File: src/rtl/video_timing_cfg.sv
// Raster timing generator: h/v counters, blanking, sync, display enable and strobes,
// driven by run-time timing registers that are shadowed and swapped only at frame end.
module video_timing_cfg #(
   parameter int HW     = 9,
   parameter int VW     = 9,
   parameter int TW     = 4,
   parameter int HS_POL = 1,
   parameter int VS_POL = 1
) (
   input  logic                 clk,
   input  logic                 reset,
   input  logic                 ce_pix,
   input  logic [HW-1:0]        cfg_htotal,
   input  logic [HW-1:0]        cfg_hbl_st,
   input  logic [HW-1:0]        cfg_hbl_end,
   input  logic [HW-1:0]        cfg_hs_st,
   input  logic [HW-1:0]        cfg_hs_len,
   input  logic [VW-1:0]        cfg_vtotal,
   input  logic [VW-1:0]        cfg_vbl_st,
   input  logic [VW-1:0]        cfg_vbl_end,
   input  logic [VW-1:0]        cfg_vs_st,
   input  logic [VW-1:0]        cfg_vs_len,
   input  logic signed [TW-1:0] hs_offset,
   input  logic signed [TW-1:0] hs_width,
   input  logic signed [TW-1:0] vs_offset,
   input  logic signed [TW-1:0] vs_width,
   output logic [HW-1:0]        hc,
   output logic [VW-1:0]        vc,
   output logic                 hbl,
   output logic                 vbl,
   output logic                 hsync,
   output logic                 vsync,
   output logic                 de,
   output logic                 line_start,
   output logic                 frame_start,
   output logic                 vbl_irq
);

   // Three spare bits keep start+offset+length sums from ever wrapping before the clamp.
   localparam int HX = HW + 3;
   localparam int VX = VW + 3;

   logic [HW-1:0]        sh_htotal_reg, sh_hbl_st_reg, sh_hbl_end_reg, sh_hs_st_reg, sh_hs_len_reg;
   logic [VW-1:0]        sh_vtotal_reg, sh_vbl_st_reg, sh_vbl_end_reg, sh_vs_st_reg, sh_vs_len_reg;
   logic signed [TW-1:0] sh_hs_offset_reg, sh_hs_width_reg, sh_vs_offset_reg, sh_vs_width_reg;

   logic [HW-1:0] hc_reg, hc_next;
   logic [VW-1:0] vc_reg, vc_next;
   logic          hbl_reg, hbl_next;
   logic          vbl_reg, vbl_next;
   logic          hs_reg, hs_next;
   logic          vs_reg, vs_next;
   logic          line_start_reg, frame_start_reg, vbl_irq_reg;
   logic          end_of_line, end_of_frame;

   logic signed [HX-1:0] hs_a_x, hs_len_x, hs_b_x;
   logic signed [VX-1:0] vs_a_x, vs_len_x, vs_b_x;
   logic [HW-1:0]        hs_a, hs_b;
   logic [VW-1:0]        vs_a, vs_b;

   function automatic logic [HW-1:0] clamp_h(input logic signed [HX-1:0] v,
                                             input logic [HW-1:0] hi);
      logic signed [HX-1:0] hi_x;
      hi_x = {{(HX-HW){1'b0}}, hi};
      if (v[HX-1])
         clamp_h = '0;
      else if (v > hi_x)
         clamp_h = hi;
      else
         clamp_h = v[HW-1:0];
   endfunction

   function automatic logic [VW-1:0] clamp_v(input logic signed [VX-1:0] v,
                                             input logic [VW-1:0] hi);
      logic signed [VX-1:0] hi_x;
      hi_x = {{(VX-VW){1'b0}}, hi};
      if (v[VX-1])
         clamp_v = '0;
      else if (v > hi_x)
         clamp_v = hi;
      else
         clamp_v = v[VW-1:0];
   endfunction

   // Sync edges: trimmed start clamped to the line, length forced to at least one pixel.
   always_comb begin
      hs_a_x   = {{(HX-HW){1'b0}}, sh_hs_st_reg} + {{(HX-TW){sh_hs_offset_reg[TW-1]}}, sh_hs_offset_reg};
      hs_a     = clamp_h(hs_a_x, sh_htotal_reg);
      hs_len_x = {{(HX-HW){1'b0}}, sh_hs_len_reg} + {{(HX-TW){sh_hs_width_reg[TW-1]}}, sh_hs_width_reg};
      if (hs_len_x[HX-1] || (hs_len_x == '0))
         hs_len_x = {{(HX-1){1'b0}}, 1'b1};
      hs_b_x   = {{(HX-HW){1'b0}}, hs_a} + hs_len_x;
      hs_b     = clamp_h(hs_b_x, sh_htotal_reg);

      vs_a_x   = {{(VX-VW){1'b0}}, sh_vs_st_reg} + {{(VX-TW){sh_vs_offset_reg[TW-1]}}, sh_vs_offset_reg};
      vs_a     = clamp_v(vs_a_x, sh_vtotal_reg);
      vs_len_x = {{(VX-VW){1'b0}}, sh_vs_len_reg} + {{(VX-TW){sh_vs_width_reg[TW-1]}}, sh_vs_width_reg};
      if (vs_len_x[VX-1] || (vs_len_x == '0))
         vs_len_x = {{(VX-1){1'b0}}, 1'b1};
      vs_b_x   = {{(VX-VW){1'b0}}, vs_a} + vs_len_x;
      vs_b     = clamp_v(vs_b_x, sh_vtotal_reg);
   end

   // Next-state from the pre-increment counts; vertical flags only move at line end.
   always_comb begin
      end_of_line  = (hc_reg == sh_htotal_reg);
      end_of_frame = end_of_line && (vc_reg == sh_vtotal_reg);

      hc_next = end_of_line ? '0 : hc_reg + {{(HW-1){1'b0}}, 1'b1};
      vc_next = vc_reg;
      if (end_of_line)
         vc_next = end_of_frame ? '0 : vc_reg + {{(VW-1){1'b0}}, 1'b1};

      hbl_next = hbl_reg;
      if (hc_reg == sh_hbl_st_reg)
         hbl_next = 1'b1;
      else if (hc_reg == sh_hbl_end_reg)
         hbl_next = 1'b0;

      hs_next = hs_reg;
      if (hc_reg == hs_a)
         hs_next = 1'b1;
      else if (hc_reg == hs_b)
         hs_next = 1'b0;

      vbl_next = vbl_reg;
      vs_next  = vs_reg;
      if (end_of_line) begin
         if (vc_reg == sh_vbl_st_reg)
            vbl_next = 1'b1;
         else if (vc_reg == sh_vbl_end_reg)
            vbl_next = 1'b0;
         if (vc_reg == vs_a)
            vs_next = 1'b1;
         else if (vc_reg == vs_b)
            vs_next = 1'b0;
      end
   end

   // Shadow registers swap on the last pixel of the frame so the next frame starts clean.
   always_ff @(posedge clk) begin
      if (reset || (ce_pix && end_of_frame)) begin
         sh_htotal_reg    <= cfg_htotal;
         sh_hbl_st_reg    <= cfg_hbl_st;
         sh_hbl_end_reg   <= cfg_hbl_end;
         sh_hs_st_reg     <= cfg_hs_st;
         sh_hs_len_reg    <= cfg_hs_len;
         sh_vtotal_reg    <= cfg_vtotal;
         sh_vbl_st_reg    <= cfg_vbl_st;
         sh_vbl_end_reg   <= cfg_vbl_end;
         sh_vs_st_reg     <= cfg_vs_st;
         sh_vs_len_reg    <= cfg_vs_len;
         sh_hs_offset_reg <= hs_offset;
         sh_hs_width_reg  <= hs_width;
         sh_vs_offset_reg <= vs_offset;
         sh_vs_width_reg  <= vs_width;
      end
   end

   always_ff @(posedge clk) begin
      if (reset) begin
         hc_reg          <= '0;
         vc_reg          <= '0;
         hbl_reg         <= 1'b0;
         vbl_reg         <= 1'b0;
         hs_reg          <= 1'b0;
         vs_reg          <= 1'b0;
         line_start_reg  <= 1'b0;
         frame_start_reg <= 1'b0;
         vbl_irq_reg     <= 1'b0;
      end else if (ce_pix) begin
         hc_reg          <= hc_next;
         vc_reg          <= vc_next;
         hbl_reg         <= hbl_next;
         vbl_reg         <= vbl_next;
         hs_reg          <= hs_next;
         vs_reg          <= vs_next;
         line_start_reg  <= end_of_line;
         frame_start_reg <= end_of_frame;
         vbl_irq_reg     <= vbl_next & ~vbl_reg;
      end else begin
         line_start_reg  <= 1'b0;
         frame_start_reg <= 1'b0;
         vbl_irq_reg     <= 1'b0;
      end
   end

   assign hc          = hc_reg;
   assign vc          = vc_reg;
   assign hbl         = hbl_reg;
   assign vbl         = vbl_reg;
   assign hsync       = (HS_POL != 0) ? hs_reg : ~hs_reg;
   assign vsync       = (VS_POL != 0) ? vs_reg : ~vs_reg;
   assign de          = ~hbl_reg & ~vbl_reg;
   assign line_start  = line_start_reg;
   assign frame_start = frame_start_reg;
   assign vbl_irq     = vbl_irq_reg;

endmodule
File: config.mk
export PLATFORM = sky130hd
export DESIGN_NAME = video_timing_cfg
export DESIGN_NICKNAME = d
export VERILOG_FILES = /design/src/rtl/video_timing_cfg.sv
export SDC_FILE = /design/constraint.sdc
export NUM_CORES = 1
export LEC_CHECK = 0
export ABC_CLOCK_PERIOD_IN_PS = 9990
export CAP_MARGIN = 20
export CORE_ASPECT_RATIO = 1.2
export CORE_MARGIN = 8
export CORE_UTILIZATION = 45
export DETAILED_ROUTE_END_ITERATION = 16
export PLACE_DENSITY = 0.71
export SLEW_MARGIN = 5
export SYNTH_ARGS = -nofsm -noshare
export SYNTH_HDL_FRONTEND = slang
export SYNTH_SLANG_ARGS = --single-unit
export TNS_END_PERCENT = 1
File: constraint.sdc
create_clock -name clk -period 9.99 [get_ports clk]
set_input_delay 2.997 -clock clk [delete_from_list [all_inputs] [get_ports clk]]
set_output_delay 2.997 -clock clk [all_outputs]
set_load 0.05 [all_outputs]
# Word-level counts from Yosys, hierarchy flattened
# Cells that the tools add are included.
[totals] reg_bits=131 latchBits=0 ram_bits=0 rom_bits=0 output_inout_bits=26 n_memories=0
[classes] n_addsub=8 mul=0 n_div=0 order_cmp=4 n_eq_ne=10 n_shift=0 n_mux=21 bitwise_logic=5 reduce_logical=15
[ops] cell="$eq 9x9->1" n=10
[ops] cell="$mux 9" n=10
[ops] cell="$add 10x4->11" n=4
[ops] cell="$add 9x12->12" n=2
[ops] cell="$gt 12x10->1" n=2
[ops] cell="$logic_not 12->1" n=2
[ops] cell="$mux 12" n=2
[ops] cell="$gt 11x10->1" n=2
[ops] cell="$add 9x1->9 const B" n=2
[ops] cell="$mux 1" n=9
[ops] cell="$reduce_and 2->1" n=3
[ops] cell="$reduce_bool 2->1" n=3
[ops] cell="$logic_or 1x1->1" n=3
[ops] cell="$not 1->1" n=3
[ops] cell="$reduce_and 3->1" n=1
[ops] cell="$and 1x1->1" n=2
[ops] cell="$logic_and 1x1->1" n=2
[ops] cell="$reduce_or 2->1" n=1

# Depth between registers and ports, before layout
[depth] word_depth=11 ltp_mapped=32

# Worst setup path after synthesis
# OpenSTA, ideal clock, no wires.
[synth_timing] path_kind="input port to flip-flop" startpoint="input ce_pix" endpoint="register sh_hbl_end_reg[0] (enable)" setup_ns=0.596 t_arrival_ns=9.010 t_required_ns=9.394 slack_ns=0.384 stages=5 cell_sequence="clkbuf_1 nand3_1 nor3_2 inv_2 o21ai_1"
[synth_between] elab_chain_len=2
[synth_lines] item="start: declaration" line="12" text="input logic ce_pix,"
[synth_lines] item="$logic_and 1x1->1" line="142" text="if (reset || (ce_pix && end_of_frame)) begin"
[synth_lines] item="$logic_or 1x1->1" line="142"
[synth_lines] item="end signal: assignment" line="145" text="sh_hbl_end_reg <= cfg_hbl_end;"
[synth_lines] item="end: declaration" line="43" text="logic [HW-1:0] sh_htotal_reg, sh_hbl_st_reg, sh_hbl_end_reg, sh_hs_st_reg, sh_hs_len_reg;"
# No other way between the ends.
# A chain may end at the register's enable or synchronous reset.

# Worst setup path in the final report
[layout_timing] startpoint="register sh_hs_st_reg[0]" endpoint="register hs_reg, in the netlist hsync"
[layout_between] elab_chain_len=11
[layout_lines] item="start: declaration" line="43"
[layout_lines] item="start signal: assignment" line="146" text="sh_hs_st_reg <= cfg_hs_st;"
[layout_lines] item="$add 10x4->11 *" line="87" text="hs_a_x = {{(HX-HW){1'b0}}, sh_hs_st_reg} + {{(HX-TW){sh_hs_offset_reg[TW-1]}}, sh_hs_offset_reg};"
[layout_lines] item="$gt 11x10->1" line="67" text="else if (v > hi_x)"
[layout_lines] item="$mux 9" line="67"
[layout_lines] item="$mux 9 *" line="65" text="if (v[HX-1])"
[layout_lines] item="$add 9x12->12" line="92" text="hs_b_x = {{(HX-HW){1'b0}}, hs_a} + hs_len_x;"
[layout_lines] item="$gt 12x10->1" line="67"
[layout_lines] item="$mux 9" line="67"
[layout_lines] item="$mux 9" line="65"
[layout_lines] item="$eq 9x9->1" line="123" text="else if (hc_reg == hs_b)"
[layout_lines] item="$reduce_bool 2->1 (no source line)"
[layout_lines] item="$reduce_and 2->1 (no source line)"
[layout_lines] item="end signal: assignment" line="176" text="hs_reg <= hs_next;"
[layout_lines] item="end: declaration" line="51" text="logic hs_reg, hs_next;"
# Mark *: on every way between the ends. The rest lies on a longest branch, timed or not.

==> report_table.html <==
<table>
<tr><th>Metric</th><th>Value</th></tr>
<tr><th colspan="2">CTS</th></tr>
<tr><td>Cts repair resizes</td><td>0</td></tr>
<tr><td>Buffer count from post-CTS setup fixing</td><td>0</td></tr>
<tr><td>Clock Path Buffers</td><td>2</td></tr>
<tr><td>Insertion delay of the later-clocked pin in the worst-skew pair</td><td>420 ps</td></tr>
<tr><td>Number of H-tree levels</td><td>4</td></tr>
<tr><td>Count of clock tree sinks</td><td>131</td></tr>
<tr><td>Post-cts hold buffer count</td><td>0</td></tr>
<tr><td>Clock edge transition at the registers on the reported setup and hold paths</td><td>60 ps</td></tr>
<tr><td>Clock tree from TritonCTS</td><td>yes</td></tr>
<tr><td>Total clock buffers created by CTS</td><td>17</td></tr>
<tr><td>Root buffer cell</td><td>sky130_fd_sc_hd__clkbuf_16</td></tr>
<tr><th colspan="2">STA</th></tr>
<tr><td>Post-route clock period utilization</td><td>0.7418</td></tr>
<tr><td>Setup violation total in the final timing report</td><td>0</td></tr>
<tr><td>Final critical delay including setup and external delays</td><td>7410 ps</td></tr>
<tr><td>Number of hold violations in the final report</td><td>0</td></tr>
<tr><td>Final hold slack</td><td>508.0 ps</td></tr>
<tr><td>Worst-case clock skew</td><td>8.347 ps</td></tr>
<tr><td>Maximum clock frequency</td><td>134.9 MHz</td></tr>
<tr><td>Max_slew headroom</td><td>0.3965</td></tr>
<tr><td>Summed negative setup slack over all endpoints</td><td>0 ps</td></tr>
<tr><td>Setup slack after layout</td><td>2580 ps</td></tr>
<tr><td>Fin. max-slew vios</td><td>0</td></tr>
<tr><td>Slew at the pin closest to its max-slew limit</td><td>905.3 ps</td></tr>
<tr><td>Unrepaired setup endpoints after global routing</td><td>false</td></tr>
<tr><th colspan="2">Pwr</th></tr>
<tr><td>PD cells</td><td>194.4 nW/µm²</td></tr>
<tr><td>Worst voltage drop across the vdd grid</td><td>0.0001459 V</td></tr>
<tr><td>Static leakage</td><td>4.545 nW</td></tr>
<tr><td>Post-layout total power</td><td>2.209 mW</td></tr>
<tr><th colspan="2">Finish</th></tr>
<tr><td>Fraction of layout cells with a size suffix above 1</td><td>0.04951</td></tr>
<tr><td>Footprint of the multi-input gates</td><td>5144 µm²</td></tr>
<tr><td>Non-filler instance count after layout</td><td>1,295</td></tr>
<tr><td>Area taken by flip-flops and latches</td><td>3684 µm²</td></tr>
<tr><td>Diode count</td><td>0</td></tr>
<tr><td>Number of nets in the layout</td><td>1,228</td></tr>
<tr><td>Fillers</td><td>1,780</td></tr>
<tr><td>Area overhead of the layout relative to synthesis</td><td>24.55%</td></tr>
<tr><th colspan="2">Drt</th></tr>
<tr><td>Drt first-iter violations</td><td>427</td></tr>
<tr><td>First-pass detailed-route iteration total</td><td>6</td></tr>
<tr><td>Average via count per standard cell</td><td>5.402</td></tr>
<tr><td>Total routed wirelength</td><td>22,920 µm</td></tr>
<tr><td>Routed length per placed instance</td><td>17.70 µm</td></tr>
<tr><td>Post-route antenna net violation count</td><td>0</td></tr>
<tr><td>Routed via count</td><td>6,995</td></tr>
<tr><td>Detailed-route DRC error count</td><td>0</td></tr>
<tr><th colspan="2">Floorplanning</th></tr>
<tr><td>Total number of placement rows</td><td>57</td></tr>
<tr><td>Total Die Area</td><td>25,110 µm²</td></tr>
<tr><td>Die H</td><td>172 µm</td></tr>
<tr><td>Floorplan core area</td><td>20,110 µm²</td></tr>
<tr><td>Starting density of the core</td><td>0.4538</td></tr>
<tr><td>Chip width</td><td>146 µm</td></tr>
<tr><td>Number of top-level pins</td><td>135</td></tr>
<tr><th colspan="2">Synthesis</th></tr>
<tr><td>Most instantiated library cell after synthesis</td><td>sky130_fd_sc_hd__edfxtp_1</td></tr>
<tr><td>Number of register bits inferred by synthesis</td><td>131</td></tr>
<tr><td>Post-Syn Instances</td><td>881</td></tr>
<tr><td>Post-synth EDFFs</td><td>106</td></tr>
<tr><td>Post-synthesis instance area</td><td>9126 µm²</td></tr>
<tr><td>Largest cells by area after synthesis</td><td>sky130_fd_sc_hd__edfxtp_1 35%, sky130_fd_sc_hd__ha_1 13%, sky130_fd_sc_hd__xnor2_1 7.4%</td></tr>
<tr><td>Mean cell area of the mapped netlist</td><td>10.36 µm²</td></tr>
<tr><td>Main synth FF type</td><td>sky130_fd_sc_hd__edfxtp_1</td></tr>
<tr><td>Fraction of registers with async set/reset</td><td>0</td></tr>
<tr><td>Number of nets in the synthesized netlist</td><td>1,092</td></tr>
<tr><td>Share of the synthesized area in the top cell type</td><td>0.3488</td></tr>
<tr><td>Top cell types by occurrence after synthesis</td><td>106 x sky130_fd_sc_hd__edfxtp_1, 96 x sky130_fd_sc_hd__ha_1, 85 x sky130_fd_sc_hd__nor2_1, 77 x sky130_fd_sc_hd__xnor2_1, 57 x sky130_fd_sc_hd__inv_1</td></tr>
<tr><td>Number of distinct standard cells referenced by the synthesized netlist</td><td>69</td></tr>
<tr><td>Ys Warns</td><td>0</td></tr>
<tr><td>Part of the Yosys area used for sequential elements</td><td>0.4036</td></tr>
<tr><td>Cell type contributing the most total cell area after synthesis</td><td>sky130_fd_sc_hd__edfxtp_1</td></tr>
<tr><th colspan="2">Worst setup path</th></tr>
<tr><td>Worst path bufs/invs</td><td>2</td></tr>
<tr><td>Number of cells on the worst reg-to-reg path</td><td>32</td></tr>
<tr><td>Worst reg2reg startpoint</td><td>sh_hs_st_reg[0]</td></tr>
<tr><td>Top cell family by delay on the critical path</td><td>compound AO/OA/AOI/OAI gates</td></tr>
<tr><td>Reg-to-Reg End</td><td>hsync</td></tr>
<tr><td>Critical-path cell with the highest stage delay</td><td>sky130_fd_sc_hd__or4_1</td></tr>
<tr><td>Cell seen most often among critical-path stages</td><td>sky130_fd_sc_hd__a21oi_1</td></tr>
<tr><td>Worst-path maximum fanout</td><td>9</td></tr>
<tr><td>Kind of capture point of the worst setup path</td><td>flop</td></tr>
<tr><td>Critical path data arrival time</td><td>7720 ps</td></tr>
<tr><td>Largest stage delay on the critical path</td><td>490 ps</td></tr>
<tr><td>Type of element launching the critical path</td><td>flop</td></tr>
<tr><td>Internal reg-to-reg setup slack</td><td>2580 ps</td></tr>
<tr><td>Required time at the endpoint of the critical path</td><td>10,300 ps</td></tr>
<tr><td>Class of the most critical setup path</td><td>flop to flop</td></tr>
<tr><th colspan="2">Place</th></tr>
<tr><td>Count of input and output buffers</td><td>134</td></tr>
<tr><td>Worst slack at placement</td><td>2625 ps</td></tr>
<tr><td>Routability Congestion</td><td>0.9638</td></tr>
<tr><td>Placed Cells</td><td>1,263</td></tr>
<tr><td>Detailed-placement wirelength estimate</td><td>18,020 µm</td></tr>
<tr><th colspan="2">Worst hold path</th></tr>
<tr><td>Cell depth of the worst hold path</td><td>1</td></tr>
<tr><td>Hold Path Origin</td><td>vbl</td></tr>
<tr><td>Worst hold path endpoint</td><td>vbl_irq</td></tr>
<tr><td>Hold WC Path Type</td><td>flop to flop</td></tr>
<tr><th colspan="2">Global route</th></tr>
<tr><td>Pin count of the biggest net entering global routing</td><td>73</td></tr>
<tr><td>GRT Total Usage</td><td>0.1847</td></tr>
<tr><td>Number of antenna violations at the first check in global routing</td><td>0</td></tr>
<tr><td>Number of global-route vias before repair</td><td>7,143</td></tr>
<tr><td>First-pass GRT wire length</td><td>36,720 µm</td></tr>
<tr><td>Overflow left after global routing</td><td>0</td></tr>
<tr><th colspan="2">Outcome</th></tr>
<tr><td>Result of the run</td><td>completed</td></tr>
<tr><th colspan="2">Flow run</th></tr>
<tr><td>Max-Cap Viols</td><td>0</td></tr>
</table>
## placed cells by master (no fill, tap or decap), types with 6 or more instances in the layout
master / n
sky130_fd_sc_hd__nor4_1: 10
sky130_fd_sc_hd__a21oi_1: 42
sky130_fd_sc_hd__o21a_1: 12
sky130_fd_sc_hd__nand3_1: 15
sky130_fd_sc_hd__buf_4: 6
sky130_fd_sc_hd__nor3_1: 14
sky130_fd_sc_hd__nand2_1: 35
sky130_fd_sc_hd__clkbuf_16: 17
sky130_fd_sc_hd__dfxtp_1: 25
sky130_fd_sc_hd__fa_1: 6
sky130_fd_sc_hd__o21bai_1: 8
sky130_fd_sc_hd__nand2b_1: 10
sky130_fd_sc_hd__edfxtp_1: 106
sky130_fd_sc_hd__o2111ai_1: 8
sky130_fd_sc_hd__nor2_1: 85
sky130_fd_sc_hd__nand4_1: 24
sky130_fd_sc_hd__o211ai_1: 6
sky130_fd_sc_hd__a21o_1: 14
sky130_fd_sc_hd__mux2i_1: 18
sky130_fd_sc_hd__a211oi_1: 12
sky130_fd_sc_hd__inv_1: 57
sky130_fd_sc_hd__ha_1: 96
sky130_fd_sc_hd__a31oi_1: 7
sky130_fd_sc_hd__xor2_1: 56
sky130_fd_sc_hd__clkdlybuf4s50_1: 134
sky130_fd_sc_hd__nor2b_1: 17
sky130_fd_sc_hd__xnor2_1: 77
sky130_fd_sc_hd__o21ai_1: 8
sky130_fd_sc_hd__o21ai_0: 16
## layout make-up
class | instances | share of cell area
Clock buffer | 18 | 0.03775
Inverter | 58 | 0.01915
Sequential cell | 131 | 0.3240
Timing Repair Buffer | 140 | 0.1220
Multi-Input combinational cell | 669 | 0.4525
Tap cell | 265 | 0.02917
Clock inverter | 14 | 0.01541
## through the flow
step                area [µm²]    util
global route             11370  0.5652
CTS                      11370  0.5652
global placement         10760  0.5348
detailed placement       10760  0.5352
floorplan                 9126       -
finish                   11370  0.5652
## worst max path at each step
| stage | startpoint | end | slack, ps | depth (start not counted) |
|---|---|---|---|---|
| after floorplan | ce_pix | sh_hbl_end_reg[0] | 380 | 5 |
| after global placement | sh_hs_st_reg[0] | hsync | 2420 | 31 |
| after detailed placement | sh_hs_st_reg[0] | hsync | 2620 | 32 |
| after CTS | sh_hs_st_reg[0] | hsync | 2590 | 32 |
| after global routing | sh_hs_offset_reg[3] | hsync | 1900 | 30 |
| final | sh_hs_st_reg[0] | hsync | 2580 | 32 |
## logic make-up (layout without fill, tap and decap cells)
logic type | count (synthesis) | count (layout) | synth area share
simple gates | 242 | 242 | 0.1345
buf+inv | 81 | 230 | 0.03400
flops | 131 | 131 | 0.4036
mux | 19 | 19 | 0.02098
fa+ha+maj | 102 | 102 | 0.1448
compound gates | 173 | 173 | 0.1345
xor+xnor | 133 | 133 | 0.1276
## routing by layer
layer | GRT usage | up-vias | part of all wire
met3 | 0.03325 | 30 | 0.040
li1 | - | 3491 | -
met1 | 0.2043 | 3319 | 0.40
met5 | 0 | - | 0
met2 | 0.3438 | 155 | 0.53
met4 | 0.07896 | 0 | 0.026
## worst register-to-register path, delay by kind of cell, from the launching register on
kind | cells | cell delay (ps)
buffers and inverters | 2 | 350
flip-flops | 1 | 380
multiplexers | 1 | 130
adder cells (fa/ha/maj) | 5 | 1550
XOR/XNOR | 2 | 480
AND/OR/NAND/NOR | 4 | 850
AO/OA/AOI/OAI | 18 | 3550
## where the power goes
group,internal (mW),switching (mW)
combinational,0.404,0.500
sequential,0.633,0.0267
clock,0.395,0.250
(Power assumes the default switching activity.)
